## config.mk

```make
export PLATFORM = sky130hd
export DESIGN_NAME = rv_decode_stage
export DESIGN_NICKNAME = d
export VERILOG_FILES = /design/src/rtl/rv_decode_stage.sv
export SDC_FILE = /design/constraint.sdc
export NUM_CORES = 1
export LEC_CHECK = 0
export ABC_AREA = 1
export BUFFER_PORTS_ARGS = -buffer_cell sky130_fd_sc_hd__buf_2
export CORE_MARGIN = 2
export CORE_UTILIZATION = 40
export CTS_BUF_LIST = sky130_fd_sc_hd__clkbuf_2 sky130_fd_sc_hd__clkbuf_4 sky130_fd_sc_hd__clkbuf_8
export DETAILED_ROUTE_END_ITERATION = 12
export GPL_TIMING_DRIVEN = 1
export MAX_ROUTING_LAYER = met4
export PLACE_DENSITY_LB_ADDON = 0.2
export SLEW_MARGIN = 20
export SYNTH_ARGS = -nofsm -noshare
export SYNTH_HDL_FRONTEND = slang
export SYNTH_SLANG_ARGS = --single-unit
export TNS_END_PERCENT = 30
```

## constraint.sdc

```tcl
create_clock -name clk -period 15.4 [get_ports clk]
set_input_delay 0.77 -clock clk [delete_from_list [all_inputs] [get_ports clk]]
set_output_delay 0.77 -clock clk [all_outputs]
set_load 0.03 [all_outputs]
```

## src/rtl/rv_decode_stage.sv

```systemverilog
// rv_decode_stage: registered RV32I decode stage with valid/ready on both
// sides and a 2-entry skid buffer of decoded entries.
// Optional feature macro: DECODE_ILLEGAL_EN (illegal-instruction flag).
module rv_decode_stage #(
  parameter int XLEN = 32,
  parameter int PC_W = 32
) (
  input  logic            clk,
  input  logic            reset,
  input  logic            in_valid,
  output logic            in_ready,
  input  logic [31:0]     in_instr,
  input  logic [PC_W-1:0] in_pc,
  output logic            out_valid,
  input  logic            out_ready,
  output logic [6:0]      opcode,
  output logic [4:0]      rd,
  output logic [2:0]      funct3,
  output logic [4:0]      rs1,
  output logic [4:0]      rs2,
  output logic [6:0]      funct7,
  output logic [XLEN-1:0] imm,
  output logic [2:0]      fmt,
  output logic [PC_W-1:0] out_pc,
  output logic            illegal
);

  localparam logic [2:0] FMT_R   = 3'd0;
  localparam logic [2:0] FMT_I   = 3'd1;
  localparam logic [2:0] FMT_S   = 3'd2;
  localparam logic [2:0] FMT_B   = 3'd3;
  localparam logic [2:0] FMT_U   = 3'd4;
  localparam logic [2:0] FMT_J   = 3'd5;
  localparam logic [2:0] FMT_UNK = 3'd7;

  // Decoded entry storage; the instruction word itself carries the raw fields.
  logic [31:0]     r_instr [2];
  logic [XLEN-1:0] r_imm   [2];
  logic [2:0]      r_fmt   [2];
  logic [PC_W-1:0] r_pc    [2];
  logic            r_ill   [2];

  logic       r_head;
  logic       r_tail;
  logic [1:0] r_count;
  logic       r_in_ready;

  logic [2:0]      w_fmt;
  logic [31:0]     w_imm32;
  logic [XLEN-1:0] w_imm;
  logic            w_ill;
  logic            w_push;
  logic            w_pop;
  logic [1:0]      w_count_next;

  // Classify the incoming instruction format from its opcode.
  always_comb begin
    w_fmt = FMT_UNK;
    case (in_instr[6:0])
      7'b0110011:                                     w_fmt = FMT_R;
      7'b0010011, 7'b0000011, 7'b1100111, 7'b1110011: w_fmt = FMT_I;
      7'b0100011:                                     w_fmt = FMT_S;
      7'b1100011:                                     w_fmt = FMT_B;
      7'b0110111, 7'b0010111:                         w_fmt = FMT_U;
      7'b1101111:                                     w_fmt = FMT_J;
      default:                                        w_fmt = FMT_UNK;
    endcase
  end

  // Assemble the 32-bit sign-extended immediate for the decoded format.
  always_comb begin
    w_imm32 = '0;
    case (w_fmt)
      FMT_I: w_imm32 = {{20{in_instr[31]}}, in_instr[31:20]};
      FMT_S: w_imm32 = {{20{in_instr[31]}}, in_instr[31:25], in_instr[11:7]};
      FMT_B: w_imm32 = {{20{in_instr[31]}}, in_instr[7], in_instr[30:25],
                        in_instr[11:8], 1'b0};
      FMT_U: w_imm32 = {in_instr[31:12], 12'b0};
      FMT_J: w_imm32 = {{12{in_instr[31]}}, in_instr[19:12], in_instr[20],
                        in_instr[30:21], 1'b0};
      default: w_imm32 = '0;
    endcase
  end

  // Widen to XLEN by replicating bit 31 when XLEN exceeds 32.
  generate
    if (XLEN > 32) begin : g_imm_wide
      assign w_imm = {{(XLEN-32){w_imm32[31]}}, w_imm32};
    end else begin : g_imm_narrow
      assign w_imm = w_imm32[XLEN-1:0];
    end
  endgenerate

`ifdef DECODE_ILLEGAL_EN
  assign w_ill = (in_instr[1:0] != 2'b11) || (w_fmt == FMT_UNK) ||
                 (in_instr == 32'h0000_0000) || (in_instr == 32'hFFFF_FFFF);
`else
  assign w_ill = 1'b0;
`endif

  assign w_push = in_valid && r_in_ready;
  assign w_pop  = (r_count != 2'd0) && out_ready;

  // Occupancy after this edge; push and pop together leave it unchanged.
  always_comb begin
    w_count_next = r_count;
    if (w_push && !w_pop)
      w_count_next = r_count + 2'd1;
    else if (!w_push && w_pop)
      w_count_next = r_count - 2'd1;
  end

  // Pointers, occupancy and the registered ready flag.
  always_ff @(posedge clk or posedge reset) begin
    if (reset) begin
      r_head     <= 1'b0;
      r_tail     <= 1'b0;
      r_count    <= 2'd0;
      r_in_ready <= 1'b1;
    end else begin
      if (w_push) r_tail <= ~r_tail;
      if (w_pop)  r_head <= ~r_head;
      r_count    <= w_count_next;
      r_in_ready <= (w_count_next != 2'd2);
    end
  end

  // Per-entry storage; cleared on reset so outputs read as zero / UNK.
  genvar gi;
  generate
    for (gi = 0; gi < 2; gi++) begin : g_entry
      // Capture the decoded instruction into this slot when it is the tail.
      always_ff @(posedge clk or posedge reset) begin
        if (reset) begin
          r_instr[gi] <= '0;
          r_imm[gi]   <= '0;
          r_fmt[gi]   <= FMT_UNK;
          r_pc[gi]    <= '0;
          r_ill[gi]   <= 1'b0;
        end else if (w_push && (r_tail == gi[0])) begin
          r_instr[gi] <= in_instr;
          r_imm[gi]   <= w_imm;
          r_fmt[gi]   <= w_fmt;
          r_pc[gi]    <= in_pc;
          r_ill[gi]   <= w_ill;
        end
      end
    end
  endgenerate

  assign in_ready  = r_in_ready;
  assign out_valid = (r_count != 2'd0);
  assign opcode    = r_instr[r_head][6:0];
  assign rd        = r_instr[r_head][11:7];
  assign funct3    = r_instr[r_head][14:12];
  assign rs1       = r_instr[r_head][19:15];
  assign rs2       = r_instr[r_head][24:20];
  assign funct7    = r_instr[r_head][31:25];
  assign imm       = r_imm[r_head];
  assign fmt       = r_fmt[r_head];
  assign out_pc    = r_pc[r_head];
  assign illegal   = r_ill[r_head];

endmodule
```

==> impl_metrics.json <==
{
  "status": "complete, no violations",
  "regToRegSetupSlack_ns": 13.20,
  "ir_worst_vdd_uv": 119,
  "via_per_inst": 4.79,
  "overflow": 0,
  "synth.avg_cell_area_um2": 7.25,
  "ys_seq_elements": 203,
  "drt_wl_total_mm": 26.7,
  "h-tree-depth": 2,
  "ys_types": 23,
  "dr.pass1.iters": 5,
  "r2r-end": "r_instr[18]",
  "power_density_nw_per_um2": 204,
  "antenna_found_initial": 2,
  "hpwl_mm": 16.7,
  "path_cells": "buf_4 > nand2_1 > nand2_1 > buf_2",
  "synth_commonest_cells": "nand2_1, dfrtp_1, o21ai_0",
  "netlist_area_um2": 9680,
  "wire_per_inst_um": 14.6,
  "min_period_ns": 3.44,
  "crit_end": "fmt[0]",
  "core.rowCount": 56,
  "p_leak_uw": 0.00665,
  "place.gp.congestion": 0.823,
  "synthArstFlopShare_pct": 100,
  "cts_tree": "yes",
  "worstSetupPathType": "flop to output port",
  "root_buffer": "clkbuf_8",
  "hold_class": "primary input to asynchronous set/reset pin",
  "post-synth-top-count-cell": "nand2_1",
  "syn_nets": 1404,
  "max_stage_delay_ns": 0.82,
  "ios": 170,
  "worstPathArrival_ns": 2.67,
  "cpMostUsedCell": "nand2_1",
  "grt_usage_pct": 21.9,
  "cts_buffer_depth": 3,
  "layout.nets": 1544,
  "layout-drive-gt1-share_pct": 17.9,
  "grt_start_max_net_pins": 135,
  "synth_ff_type": "dfrtp_1",
  "finalCritPeriodShare_pct": 22.3,
  "rsz0062_at_grt": "no",
  "fmax_mhz": 291,
  "clk_pin_slew_ns": 0.06,
  "skew_ns": 0.0282,
  "p_total_uw": 2340,
  "cts_resized": 0,
  "hold_viol": 0,
  "synth.area.top_cells": "dfrtp_1, nand2_1, o21ai_0, inv_1, nand3_1",
  "maxCapViolCount": 0,
  "synth_cells": 1335,
  "die_y_um": 160,
  "drt_iter0_drc": 684,
  "cp_max_fo": 82,
  "area_delta_synth_final_pct": 18.5,
  "finalSetupViolCount": 0,
  "whs_ns": 0.427,
  "cts_setup_buffers": 0,
  "cts.sinks": 203,
  "io_buffers": 168,
  "r2r_cells": 5,
  "crit_start": "r_head",
  "relSlewSlack_pct": 27.2,
  "cp_slowest_cell": "buf_4",
  "worstMarginPinSlew_ns": 1.09,
  "crit-reg2reg-launch": "in_ready",
  "ys_seq_area_share_pct": 52.6,
  "cp-end-kind": "output port",
  "critPathLaunchType": "flop",
  "drv_slew": 0,
  "grt_pass1_wl_mm": 44.2,
  "synth_edf_count": 0,
  "clkLatencyLatePin_ns": 0.54,
  "drc": 0,
  "detail-route-antenna-nets": 0,
  "synth_top_area_cell": "dfrtp_1",
  "cts_buffers": 38,
  "netlist.area_leader.share_pct": 50.7,
  "hold_buffers": 0,
  "dr_total_vias": 8740,
  "ys.warnings.count": 0,
  "die_area_um2": 25500,
  "start_util_pct": 41.0,
  "grt_pass1_vias": 8574,
  "required_ns": 14.63,
  "core_um2": 23600,
  "dieWidth_um": 160,
  "setup_tns_ns": 0
}
[through the flow]
step / utilization [%] / setup slack [ns] / area, um2 / instances
4_1_cts: 48.5 / 11.94 / 11500 / 1821
5_1_grt: 48.5 / 11.76 / 11500 / 1823
3_3_place_gp: 45.2 / 12.49 / 10700 / 1754
2_1_floorplan: - / 9.10 / 9680 / 1335
3_5_place_dp: 45.2 / 12.49 / 10700 / 1754
6_report: 48.5 / 11.96 / 11500 / 1823
[placed cells by master, fill, tap and decap left out, drive strengths merged, types with 2 or more instances in the layout]
cell type / n
clkbuf: 62
xor2: 2
nor2: 50
buf: 178
clkinv: 2
dfstp: 7
dfrtp: 196
nand2: 727
inv: 82
o21ai: 136
nand3: 54
clkinvlp: 2
diode: 2
[critical path: cells and delay by family, from the launching register on]
| kind | cells | cell delay (ns) |
|---|---|---|
| DFF | 1 | 0.73 |
| buffers and inverters | 2 | 1.02 |
| and+or+nand+nor | 2 | 0.37 |
[cell families (layout without fill, tap and decap cells)]
kind of cell,Yosys count,in the layout,synth area share (%)
adders and majority gates,1,1,0.129
buffers and inverters,159,326,6.57
xor gates and xnor gates,2,2,0.181
other,1,3,0.0388
DFF,203,203,52.6
AOI/OAI and AO/OA,137,137,7.12
muxes,1,1,0.116
and+or+nand+nor,831,831,33.3
[layer usage]
layer  part of all wire [%]  track usage (%)
met1                     45             28.3
met2                     46             34.2
met3                    6.4             5.11
met4                    2.5             7.19
met5                      0                -
[power by group]
group | switching [uW] | internal [uW] | total (uW)
Sequential | 108 | 736 | 843
Clock | 226 | 304 | 530
Combinational | 714 | 254 | 968
Total | 1050 | 1290 | 2340
[sequential cells by signal, indices dropped and copies added, names as in the netlist]
register  cells
r_fmt         6
r_imm        64
r_tail        1
r_head        1
in_ready      1
r_pc         64
r_count       2
r_instr      64
[how the worst min path moves through the flow]
stage               cells after the start     endpoint  slack, ns  startpoint
finish                                  2  r_instr[10]       0.43       reset
global route                            3     r_pc[15]       0.45   in_pc[15]
CTS                                     3     r_pc[10]       0.43   in_pc[10]
detailed placement                      2     r_pc[28]       0.46    r_pc[28]
global placement                        2      r_pc[0]       0.45     r_pc[0]
floorplan                               2     r_pc[30]       0.44    r_pc[30]
[final cells by class]
| class | count | area (um2) |
|---|---|---|
| diodes | 2 | 5.00 |
| clock buffers | 62 | 741 |
| clock inverters | 5 | 33.8 |
| fillers | 2444 | 12100 |
| inverters | 81 | 314 |
| multi-input cells | 973 | 3960 |
| flip-flops and latches | 203 | 5090 |
| well taps | 319 | 399 |
| repair buffers | 178 | 916 |
Note: power is estimated with default switching activity, not from simulation.
